<file path="src/rtl/video_pkg.sv">
// Shared constants for the video sync cleaner: pixel width and default geometry/polarity widths.
package video_pkg;
  localparam int unsigned RGB_W      = 24;
  localparam int unsigned HCNT_W_DEF = 12;
  localparam int unsigned VCNT_W_DEF = 11;
  localparam int unsigned POL_W_DEF  = 8;
endpackage

</file>
<file path="src/rtl/sync_polarity.sv">
// Majority-vote polarity detector for one sync signal: a signed saturating accumulator
// whose sign tells whether the sync spends most of its time high (i.e. is active-low).
module sync_polarity #(
  parameter int unsigned POL_W = 8
) (
  input  logic clk,
  input  logic reset_n,
  input  logic ce,
  input  logic raw,
  output logic inv
);
  localparam logic signed [POL_W-1:0] ACC_MAX = {1'b0, {(POL_W-1){1'b1}}};
  localparam logic signed [POL_W-1:0] ACC_MIN = -ACC_MAX;
  localparam logic signed [POL_W-1:0] ACC_ONE = 1;

  logic signed [POL_W-1:0] acc;

  always_ff @(posedge clk or negedge reset_n) begin
    if (!reset_n) begin
      acc <= '0;
    end else if (ce) begin
      if (raw) begin
        if (acc != ACC_MAX) acc <= acc + ACC_ONE;
      end else begin
        if (acc != ACC_MIN) acc <= acc - ACC_ONE;
      end
    end
  end

  // Strictly positive means the signal idles high, so its active level is low.
  assign inv = !acc[POL_W-1] && (acc != '0);
endmodule

</file>
<file path="src/rtl/video_sync_cleaner.sv">
// Cleans a raw core video stream: polarity-normalised syncs, line-aligned de, blanked RGB,
// and line/frame geometry measurement with a two-frame stability flag.
module video_sync_cleaner
  import video_pkg::*;
#(
  parameter int unsigned HCNT_W = HCNT_W_DEF,
  parameter int unsigned VCNT_W = VCNT_W_DEF,
  parameter int unsigned POL_W  = POL_W_DEF
) (
  input  logic              clk,
  input  logic              reset_n,
  input  logic              ce_pix,
  input  logic [RGB_W-1:0]  rgb_in,
  input  logic              hs_raw,
  input  logic              vs_raw,
  input  logic              hblank,
  input  logic              vblank,
  output logic [RGB_W-1:0]  rgb_out,
  output logic              hs_out,
  output logic              vs_out,
  output logic              de_out,
  output logic              ce_out,
  output logic [HCNT_W-1:0] h_total,
  output logic [VCNT_W-1:0] v_total,
  output logic              stable
);
  logic hs_inv, vs_inv;
  logic hs_clean, vs_clean, hs_rise, vs_rise;
  logic hblank_q, vbl_line, de_next;
  logic [HCNT_W-1:0] hcnt, h_total_next, h_total_new, h_prev;
  logic [VCNT_W-1:0] vcnt, vcnt_inc, v_prev;
  logic h_sat, sat_now, sat_seen, sat_frame, stable_next;
  logic [1:0] cap_cnt;

  sync_polarity #(.POL_W(POL_W)) u_hs_pol (
    .clk     (clk),
    .reset_n (reset_n),
    .ce      (ce_pix),
    .raw     (hs_raw),
    .inv     (hs_inv)
  );

  sync_polarity #(.POL_W(POL_W)) u_vs_pol (
    .clk     (clk),
    .reset_n (reset_n),
    .ce      (ce_pix),
    .raw     (vs_raw),
    .inv     (vs_inv)
  );

  // The registered sync outputs double as the previous cleaned sample for edge detection.
  always_comb begin
    hs_clean = hs_raw ^ hs_inv;
    vs_clean = vs_raw ^ vs_inv;
    hs_rise  = hs_clean & ~hs_out;
    vs_rise  = vs_clean & ~vs_out;
    de_next  = ~(hblank | vbl_line);
  end

  // A coincident hs rise is folded into the line count before v_total is captured.
  always_comb begin
    h_sat        = &hcnt;
    h_total_next = h_sat ? '1 : hcnt + HCNT_W'(1);
    h_total_new  = hs_rise ? h_total_next : h_total;
    vcnt_inc     = vcnt;
    if (hs_rise && !(&vcnt)) vcnt_inc = vcnt + VCNT_W'(1);
    sat_now      = h_sat | (&vcnt_inc);
    sat_frame    = sat_seen | sat_now;
    stable_next  = (h_total_new == h_prev) && (vcnt_inc == v_prev) &&
                   !sat_frame && (cap_cnt == 2'd2);
  end

  always_ff @(posedge clk or negedge reset_n) begin
    if (!reset_n) begin
      ce_out <= 1'b0;
    end else begin
      ce_out <= ce_pix;
    end
  end

  always_ff @(posedge clk or negedge reset_n) begin
    if (!reset_n) begin
      rgb_out  <= '0;
      hs_out   <= 1'b0;
      vs_out   <= 1'b0;
      de_out   <= 1'b0;
      hblank_q <= 1'b0;
      vbl_line <= 1'b0;
    end else if (ce_pix) begin
      rgb_out  <= de_next ? rgb_in : '0;
      hs_out   <= hs_clean;
      vs_out   <= vs_clean;
      de_out   <= de_next;
      hblank_q <= hblank;
      if (hblank && !hblank_q) vbl_line <= vblank;
    end
  end

  always_ff @(posedge clk or negedge reset_n) begin
    if (!reset_n) begin
      hcnt    <= '0;
      h_total <= '0;
    end else if (ce_pix) begin
      if (hs_rise) begin
        h_total <= h_total_next;
        hcnt    <= '0;
      end else if (!h_sat) begin
        hcnt    <= hcnt + HCNT_W'(1);
      end
    end
  end

  // cap_cnt gates stable until two captures exist, so a partial post-reset frame never counts.
  always_ff @(posedge clk or negedge reset_n) begin
    if (!reset_n) begin
      vcnt     <= '0;
      v_total  <= '0;
      h_prev   <= '0;
      v_prev   <= '0;
      stable   <= 1'b0;
      cap_cnt  <= '0;
      sat_seen <= 1'b0;
    end else if (ce_pix) begin
      if (vs_rise) begin
        v_total  <= vcnt_inc;
        vcnt     <= '0;
        h_prev   <= h_total_new;
        v_prev   <= vcnt_inc;
        stable   <= stable_next;
        sat_seen <= 1'b0;
        if (cap_cnt != 2'd2) cap_cnt <= cap_cnt + 2'd1;
      end else begin
        vcnt     <= vcnt_inc;
        sat_seen <= sat_frame;
      end
    end
  end
endmodule

</file>
<file path="config.mk">
export PLATFORM = sky130hd
export DESIGN_NAME = video_sync_cleaner
export DESIGN_NICKNAME = d
export VERILOG_FILES = /design/src/rtl/video_pkg.sv /design/src/rtl/sync_polarity.sv /design/src/rtl/video_sync_cleaner.sv
export SDC_FILE = /design/constraint.sdc
export NUM_CORES = 1
export LEC_CHECK = 0
export ABC_CLOCK_PERIOD_IN_PS = 4000
export BUFFER_PORTS_ARGS = -buffer_cell sky130_fd_sc_hd__clkbuf_2
export CAP_MARGIN = 5
export CORE_MARGIN = 2
export CORE_UTILIZATION = 40
export CTS_BUF_LIST = sky130_fd_sc_hd__clkbuf_4 sky130_fd_sc_hd__clkbuf_8 sky130_fd_sc_hd__clkbuf_16
export DETAILED_ROUTE_END_ITERATION = 8
export PLACE_DENSITY_LB_ADDON = 0.15
export SYNTH_ARGS = -nofsm -noshare
export SYNTH_HDL_FRONTEND = slang
export SYNTH_SLANG_ARGS = --single-unit
</file>
<file path="constraint.sdc">
create_clock -name clk -period 4 [get_ports clk]
set_clock_uncertainty 0.2 [all_clocks]
set_input_delay 0.2 -clock clk [delete_from_list [all_inputs] [get_ports clk]]
set_output_delay 0.2 -clock clk [all_outputs]
set_load 0.02 [all_outputs]
</file>
==> results.sh, run 1 <==
export IMPL_fillers=1430
export IMPL_p_leak_uw=0.003249
export IMPL_dp_cells=907
export IMPL_peakVddDrop_mv=0.3020
export IMPL_routed_wirelength_mm=16.60
export IMPL_crit_type="reg2reg"
export IMPL_seqPwrFrac=0.374
export IMPL_clockPowerShare=0.216
export IMPL_row_count=45
export IMPL_status="complete, no violations"
export IMPL_syn_instance_count=661
export IMPL_met2_usage=0.3485
export IMPL_synthArstFlopShare=1.000
export IMPL_regArea_um2=2703
export IMPL_setup_viol=0
export IMPL_detailed_place_hpwl_mm=11.59
export IMPL_final_nets=805
export IMPL_drtAntennaViolNets=0
export IMPL_clk_pin_slew_ns=0.08
export IMPL_via_per_inst=5.671
export IMPL_antenna_found_initial=0
export IMPL_final_cells=950
export IMPL_h_tree_depth=3
export IMPL_max_slew_margin=0.3057
export IMPL_tns_ns=0
export IMPL_hp_class="in2reg"
export IMPL_die_h_um=127.3
export IMPL_post_cts_setup_buffer_count=0
export IMPL_switchingPower_uw=2005
export IMPL_drive_above_1_share=0.1706
export IMPL_ios=83
export IMPL_rsz0062_at_grt="no"
export IMPL_grt_pass1_wl_mm=26.71
export IMPL_ys_seq_elements=108
export IMPL_synth_edf_count=0
export IMPL_yosys_cell_types_count=62
export IMPL_core_area_um2=15030
export IMPL_grt_use_met3=0.03350
export IMPL_gp_congestion=0.9105
export IMPL_drv_cap=0
export IMPL_crit_fanout=9
export IMPL_gr_usage_met1=0.2787
export IMPL_synth_nets=709
export IMPL_die_w_um=127.3
export IMPL_yosysWarnings=0
export IMPL_mostFrequentLayoutCells="dfrtp_1, clkbuf_2, o21ai_0"
export IMPL_first_iter_violations=420
export IMPL_hold_viol=0
export IMPL_avgSynthCellArea_um2=9.194
export IMPL_grt_use_total=0.2086
export IMPL_arrival_ns=3.65
export IMPL_critPathMaxStageDelay_ns=0.56
export IMPL_drc_errors=0
export IMPL_gr_total_overflow=0
export IMPL_first_global_vias=5172
export IMPL_design_die_area_um2=16200
export IMPL_p_comb_frac=0.410
export IMPL_swShare=0.4189
export IMPL_power_density_nw_per_um2=653.1
export IMPL_cts_buffers_inserted=9
export IMPL_vias=5387
export IMPL_cp_start_kind="flop"
export IMPL_multi_input_comb_area_um2=3176
export IMPL_crit_chain="or4_1, mux2i_2, or2_1, o21ai_0, and3b_1, a2111o_1, or4_1, o31ai_1"
export IMPL_root_buffer="clkbuf_16"
export IMPL_yosys_most_used_dff="dfrtp_1"
export IMPL_synth_seq_area_share=0.4447
export IMPL_clockBufferDepth=2
export IMPL_numPortBuffers=82
export IMPL_p_int_uw=2781
export IMPL_dr_pass1_iters=5
export IMPL_grt_busiest_layer="met2"
export IMPL_antenna_cells=0
export IMPL_grt_max_degree=66
export IMPL_critPathBufInv=0
export IMPL_max_freq_mhz=279.2
export IMPL_place_area_um2=6715
export IMPL_initial_core_util=0.4042
export IMPL_syn2layout_area_growth_pct=20.57
export IMPL_finish_utilization=0.4874
export IMPL_final_common_cell="dfrtp_1"
export IMPL_endpoint_kind="flop"
export IMPL_slowest_stage="or4_1"
export IMPL_required_ns=4.07
export IMPL_period_needed_ns=3.581
export IMPL_maxSlewViolCount=0
export IMPL_insertion_delay_ns=0.35
export IMPL_worst_path_most_repeated_cell="or4_1"
export IMPL_critical_path_top_delay_family="simple AND/OR/NAND/NOR gates"
export IMPL_finalInstanceArea_um2=7327
export IMPL_cts_tree="done"
export IMPL_synth_area_um2=6077
export IMPL_period_share=0.8953
export IMPL_worst_slew_pin_slew_ns=1.041
export IMPL_routedWlPerCell_um=17.47
export IMPL_cts_sinks=108
-- synth_stat cells (all sizes together) (2+ instances only) --
library cell,n,area (um^2)
a211oi,2,15.01
nand3,16,80.08
o21ai,69,345.3
a211o,3,26.28
o31ai,13,97.59
nor4,5,46.29
o311a,2,20.02
a2111oi,3,26.28
o221ai,2,17.52
nor3,17,90.09
or4,2,15.01
a31oi,7,43.79
xnor2,23,201.4
o41ai,4,35.03
nand3b,3,22.52
and4,4,35.03
o22ai,4,25.02
nand4b,3,26.28
and3,4,25.02
clkbuf,36,135.1
nor2,51,191.4
mux2,6,67.56
and2,3,18.77
or3,5,31.28
nor3b,2,15.01
nor2b,9,56.30
nand2,66,255.2
nand2b,8,50.05
or2,3,18.77
inv,17,63.81
and3b,2,17.52
dfrtp,108,2703
a21oi,43,215.2
mux2i,7,73.82
fa,2,40.04
ha,15,187.7
a21o,10,75.07
a22o,25,219.0
o21bai,4,30.03
nand4,17,106.4
xor2,22,192.7
buf,3,16.26
-- cells by family after synthesis --
| kind of cell | after synthesis | share of synthesized area |
|---|---|---|
| mux | 13 | 0.02326 |
| flops | 108 | 0.4447 |
| compound gates | 201 | 0.2117 |
| simple gates | 221 | 0.1826 |
| xor+xnor | 45 | 0.06485 |
| fa+ha+maj | 17 | 0.03747 |
| buf+inv | 56 | 0.03541 |
-- sequential cells by signal (all words and copies together) (netlist names), 8 cells and up --
name / cells
u_hs_pol.acc: 8
u_vs_pol.acc: 8
v_prev: 11
hcnt: 12
h_prev: 12
h_total: 12
rgb_out: 24
vcnt: 11
-- worst register-to-register path, stage by stage (launching register included) --
cell and delay [ns]:
dfrtp_1 0.45, or4_1 0.56, mux2i_2 0.44, or2_1 0.40, o21ai_0 0.14, and3b_1 0.18, a2111o_1 0.36, or4_1 0.53
o31ai_1 0.24
-- what timing repair did --
item | in CTS | in global routing
hold buffers | 27 | 0
gates resized for setup | 0 | 0
hold endpoints to repair | 89 | 0
-- metrics by stage --
stage	setup slack (ns)	hold slack [ns]	power (uW)
2_1_floorplan	0.8909	-0.2956	3109
3_3_place_gp	0.5225	0.1678	3680
3_5_place_dp	0.4419	0.1705	3747
4_1_cts	0.4242	0.06424	4810
5_1_grt	0.1802	0.08644	5122
6_report	0.4189	0.07922	4785
-- metal layers --
layer / vias to the layer above / wire length [um]
li1: 2587 / -
met1: 2639 / 7531
met2: 143 / 8191
met3: 18 / 580
met4: 0 / 292
met5: - / 0
-- power groups by stage --
stage,sequential [uW],combinational (uW),clock [uW]
floorplan,1830,1280,0
global placement,1790,1890,0
detailed placement,1810,1940,0
CTS,1790,1960,1060
global route,1840,2180,1100
finish,1790,1960,1030
-- final timing paths --
kind / from / cells after the start / endpoint / slack (ns)
max: u_hs_pol.acc[0]$_DFFE_PN0P_ / 8 / stable$_DFFE_PN0P_ / 0.42
min in group asynchronous: reset_n / 2 / vcnt[9]$_DFFE_PN0P_ / 0.28
min: ce_pix / 2 / ce_out$_DFF_PN0_ / 0.08
max reg2reg: u_hs_pol.acc[0]$_DFFE_PN0P_ / 8 / stable$_DFFE_PN0P_ / 0.42
max in group asynchronous: reset_n / 3 / rgb_out[9]$_DFFE_PN0P_ / 2.45
min reg2reg: de_out$_DFFE_PN0P_ / 1 / de_out$_DFFE_PN0P_ / 0.28
-- area by class of cell --
| type | count | area share |
|---|---|---|
| multi-input combinational | 497 | 0.4334 |
| sequential | 108 | 0.3689 |
| timing repair buffer | 124 | 0.1103 |
| clock buffer | 10 | 0.03262 |
| tap | 188 | 0.03210 |
| clock inverter | 6 | 0.01400 |
| inverter | 17 | 0.008709 |
Note: power is estimated with default switching activity, not from simulation.
==> run 2: changes to the inputs <==
--- a/config.mk
+++ b/config.mk
@@ -8,6 +8,8 @@
 export ABC_CLOCK_PERIOD_IN_PS = 4000
 export BUFFER_PORTS_ARGS = -buffer_cell sky130_fd_sc_hd__clkbuf_2
 export CAP_MARGIN = 5
+export CELL_PAD_IN_SITES_DETAIL_PLACEMENT = 0
+export CELL_PAD_IN_SITES_GLOBAL_PLACEMENT = 1
 export CORE_MARGIN = 2
 export CORE_UTILIZATION = 40
 export CTS_BUF_LIST = sky130_fd_sc_hd__clkbuf_4 sky130_fd_sc_hd__clkbuf_8 sky130_fd_sc_hd__clkbuf_16
==> results.sh, run 2 (synthesized netlist as in run 1, its figures left out) <==
export IMPL_holdCritStartpoint="ce_pix"
export IMPL_core_area_um2=15030
export IMPL_drv_cap=0
export IMPL_ios=83
export IMPL_maxSlewViolCount=0
export IMPL_detailed_place_hpwl_mm=11.61
export IMPL_first_global_vias=5287
export IMPL_cts_sinks=108
export IMPL_r2r_cells=8
export IMPL_required_ns=4.07
export IMPL_critical_path_top_delay_family="simple AND/OR/NAND/NOR gates"
export IMPL_drc_errors=0
export IMPL_rsz0062_at_grt="no"
export IMPL_worst_slew_pin_slew_ns=1.193
export IMPL_fin_ws_ns=0.3362
export IMPL_power_density_nw_per_um2=640.7
export IMPL_crit_type="reg2reg"
export IMPL_critPathMaxStageDelay_ns=0.71
export IMPL_mostFrequentLayoutCells="dfrtp_1, clkbuf_2, o21ai_0"
export IMPL_routed_wirelength_mm=16.57
export IMPL_critPathBufInv=0
export IMPL_clockBufferDepth=2
export IMPL_insertion_delay_ns=0.35
export IMPL_clk_pin_slew_ns=0.08
export IMPL_grt_use_total=0.2135
export IMPL_crit_fanout=11
export IMPL_design_die_area_um2=16200
export IMPL_max_slew_margin=0.1964
export IMPL_top_register="rgb_out"
export IMPL_setup_viol=0
export IMPL_endpoint_kind="flop"
export IMPL_die_h_um=127.3
export IMPL_grt_max_degree=65
export IMPL_hold_path_end="ce_out$_DFF_PN0_"
export IMPL_max_freq_mhz=272.9
export IMPL_peakVddDrop_mv=0.2753
export IMPL_via_per_inst=5.662
export IMPL_antenna_found_initial=0
export IMPL_r2r_start="u_hs_pol.acc[1]$_DFFE_PN0P_"
export IMPL_first_iter_violations=298
export IMPL_initial_core_util=0.4042
export IMPL_root_buffer="clkbuf_16"
export IMPL_place_ws_ns=0.4118
export IMPL_syn2layout_area_growth_pct=19.95
export IMPL_finalInstanceArea_um2=7289
export IMPL_post_cts_setup_buffer_count=0
export IMPL_drtAntennaViolNets=0
export IMPL_slowest_stage="nor2_1"
export IMPL_r2r_slack_ns=0.34
export IMPL_dr_pass1_iters=5
export IMPL_grt_pass1_wl_mm=27.30
export IMPL_cts_tree="done"
export IMPL_gr_total_overflow=0
export IMPL_tns_ns=0
export IMPL_r2r_end="stable$_DFFE_PN0P_"
export IMPL_hold_viol=0
export IMPL_period_needed_ns=3.664
export IMPL_crit_chain="nor4_4, mux2i_2, nor2_1, nand3b_1, xor2_1, a2111o_1, or4_1, o31ai_1"
export IMPL_routedWlPerCell_um=17.42
export IMPL_status="complete, no violations"
export IMPL_die_w_um=127.3
export IMPL_h_tree_depth=3
export IMPL_antenna_cells=0
export IMPL_gp_congestion=0.9032
export IMPL_vias=5385
export IMPL_cts_resized=0
export IMPL_largest_reg_flops=24
export IMPL_final_common_cell="dfrtp_1"
export IMPL_place_area_um2=6710
export IMPL_p_leak_uw=0.003238
export IMPL_row_count=45
export IMPL_hp_class="in2reg"
export IMPL_drive_above_1_share=0.1717
export IMPL_final_nets=806
export IMPL_arrival_ns=3.73
export IMPL_numPortBuffers=82
export IMPL_period_share=0.9160
export IMPL_hold_depth=2
export IMPL_cp_start_kind="flop"
export IMPL_cts_buffers_inserted=9
-- run 2: cell count changes in the layout (fill, tap and decap cells not counted) --
cell	delta
buf_12	-1
clkinv_2	+1
inv_6	+1
inv_8	-3
bufinv_16	-1
clkinv_4	+2
buf_4	+2
-- run 2: power breakdown --
part / internal, uW / switching, uW
sequential: 1390 / 390
clock: 509 / 432
combinational: 793 / 1160
total: 2690 / 1980
-- run 2: timing repair --
item                                    CTS  global route
hold buffers                             27             0
hold endpoints to repair                 88             0
endpoints found under the setup margin    0             0
-- run 2: per-stage QoR --
stage,cells,total power [uW],utilization,hold slack (ns)
CTS,951,4705,0.4849,0.05779
floorplan,661,3109,-,-0.2956
global route,951,5035,0.4849,0.07078
global placement,908,3672,0.4464,0.1640
detailed placement,908,3733,0.4464,0.1649
finish,951,4670,0.4849,0.07067
-- run 2: worst max path at each step --
stage | cells after the start | slack, ns | start | endpoint
2_1_floorplan | 10 | 0.89 | vcnt[0]$_DFFE_PN0P_ | stable$_DFFE_PN0P_
3_3_place_gp | 8 | 0.48 | u_hs_pol.acc[1]$_DFFE_PN0P_ | stable$_DFFE_PN0P_
3_5_place_dp | 8 | 0.41 | u_hs_pol.acc[1]$_DFFE_PN0P_ | stable$_DFFE_PN0P_
4_1_cts | 8 | 0.40 | u_hs_pol.acc[1]$_DFFE_PN0P_ | stable$_DFFE_PN0P_
5_1_grt | 8 | 0.09 | u_hs_pol.acc[1]$_DFFE_PN0P_ | stable$_DFFE_PN0P_
6_report | 8 | 0.34 | u_hs_pol.acc[1]$_DFFE_PN0P_ | stable$_DFFE_PN0P_
-- run 2: cell type report --
cell class	count	area, um^2
Clock buffer	10	239.0
Clock inverter	6	70.07
Fill cell	1396	7744
Inverter	17	63.81
Multi-Input combinational cell	497	3176
Sequential cell	108	2703
Tap cell	188	235.2
Timing Repair Buffer	125	803.3
-- run 2: worst reg2reg max path, cell delays in order, from the launching register on --
cell	delay (ns)
dfrtp_1	0.46
nor4_4	0.34
mux2i_2	0.16
nor2_1	0.71
nand3b_1	0.31
xor2_1	0.23
a2111o_1	0.42
or4_1	0.51
o31ai_1	0.23
-- run 2: routing by layer --
metal / up-vias / share of wire / track usage
li1: 2593 / - / -
met1: 2617 / 0.47 / 0.2886
met2: 148 / 0.47 / 0.3435
met3: 27 / 0.036 / 0.03308
met4: 0 / 0.025 / 0.08985
met5: - / 0 / 0
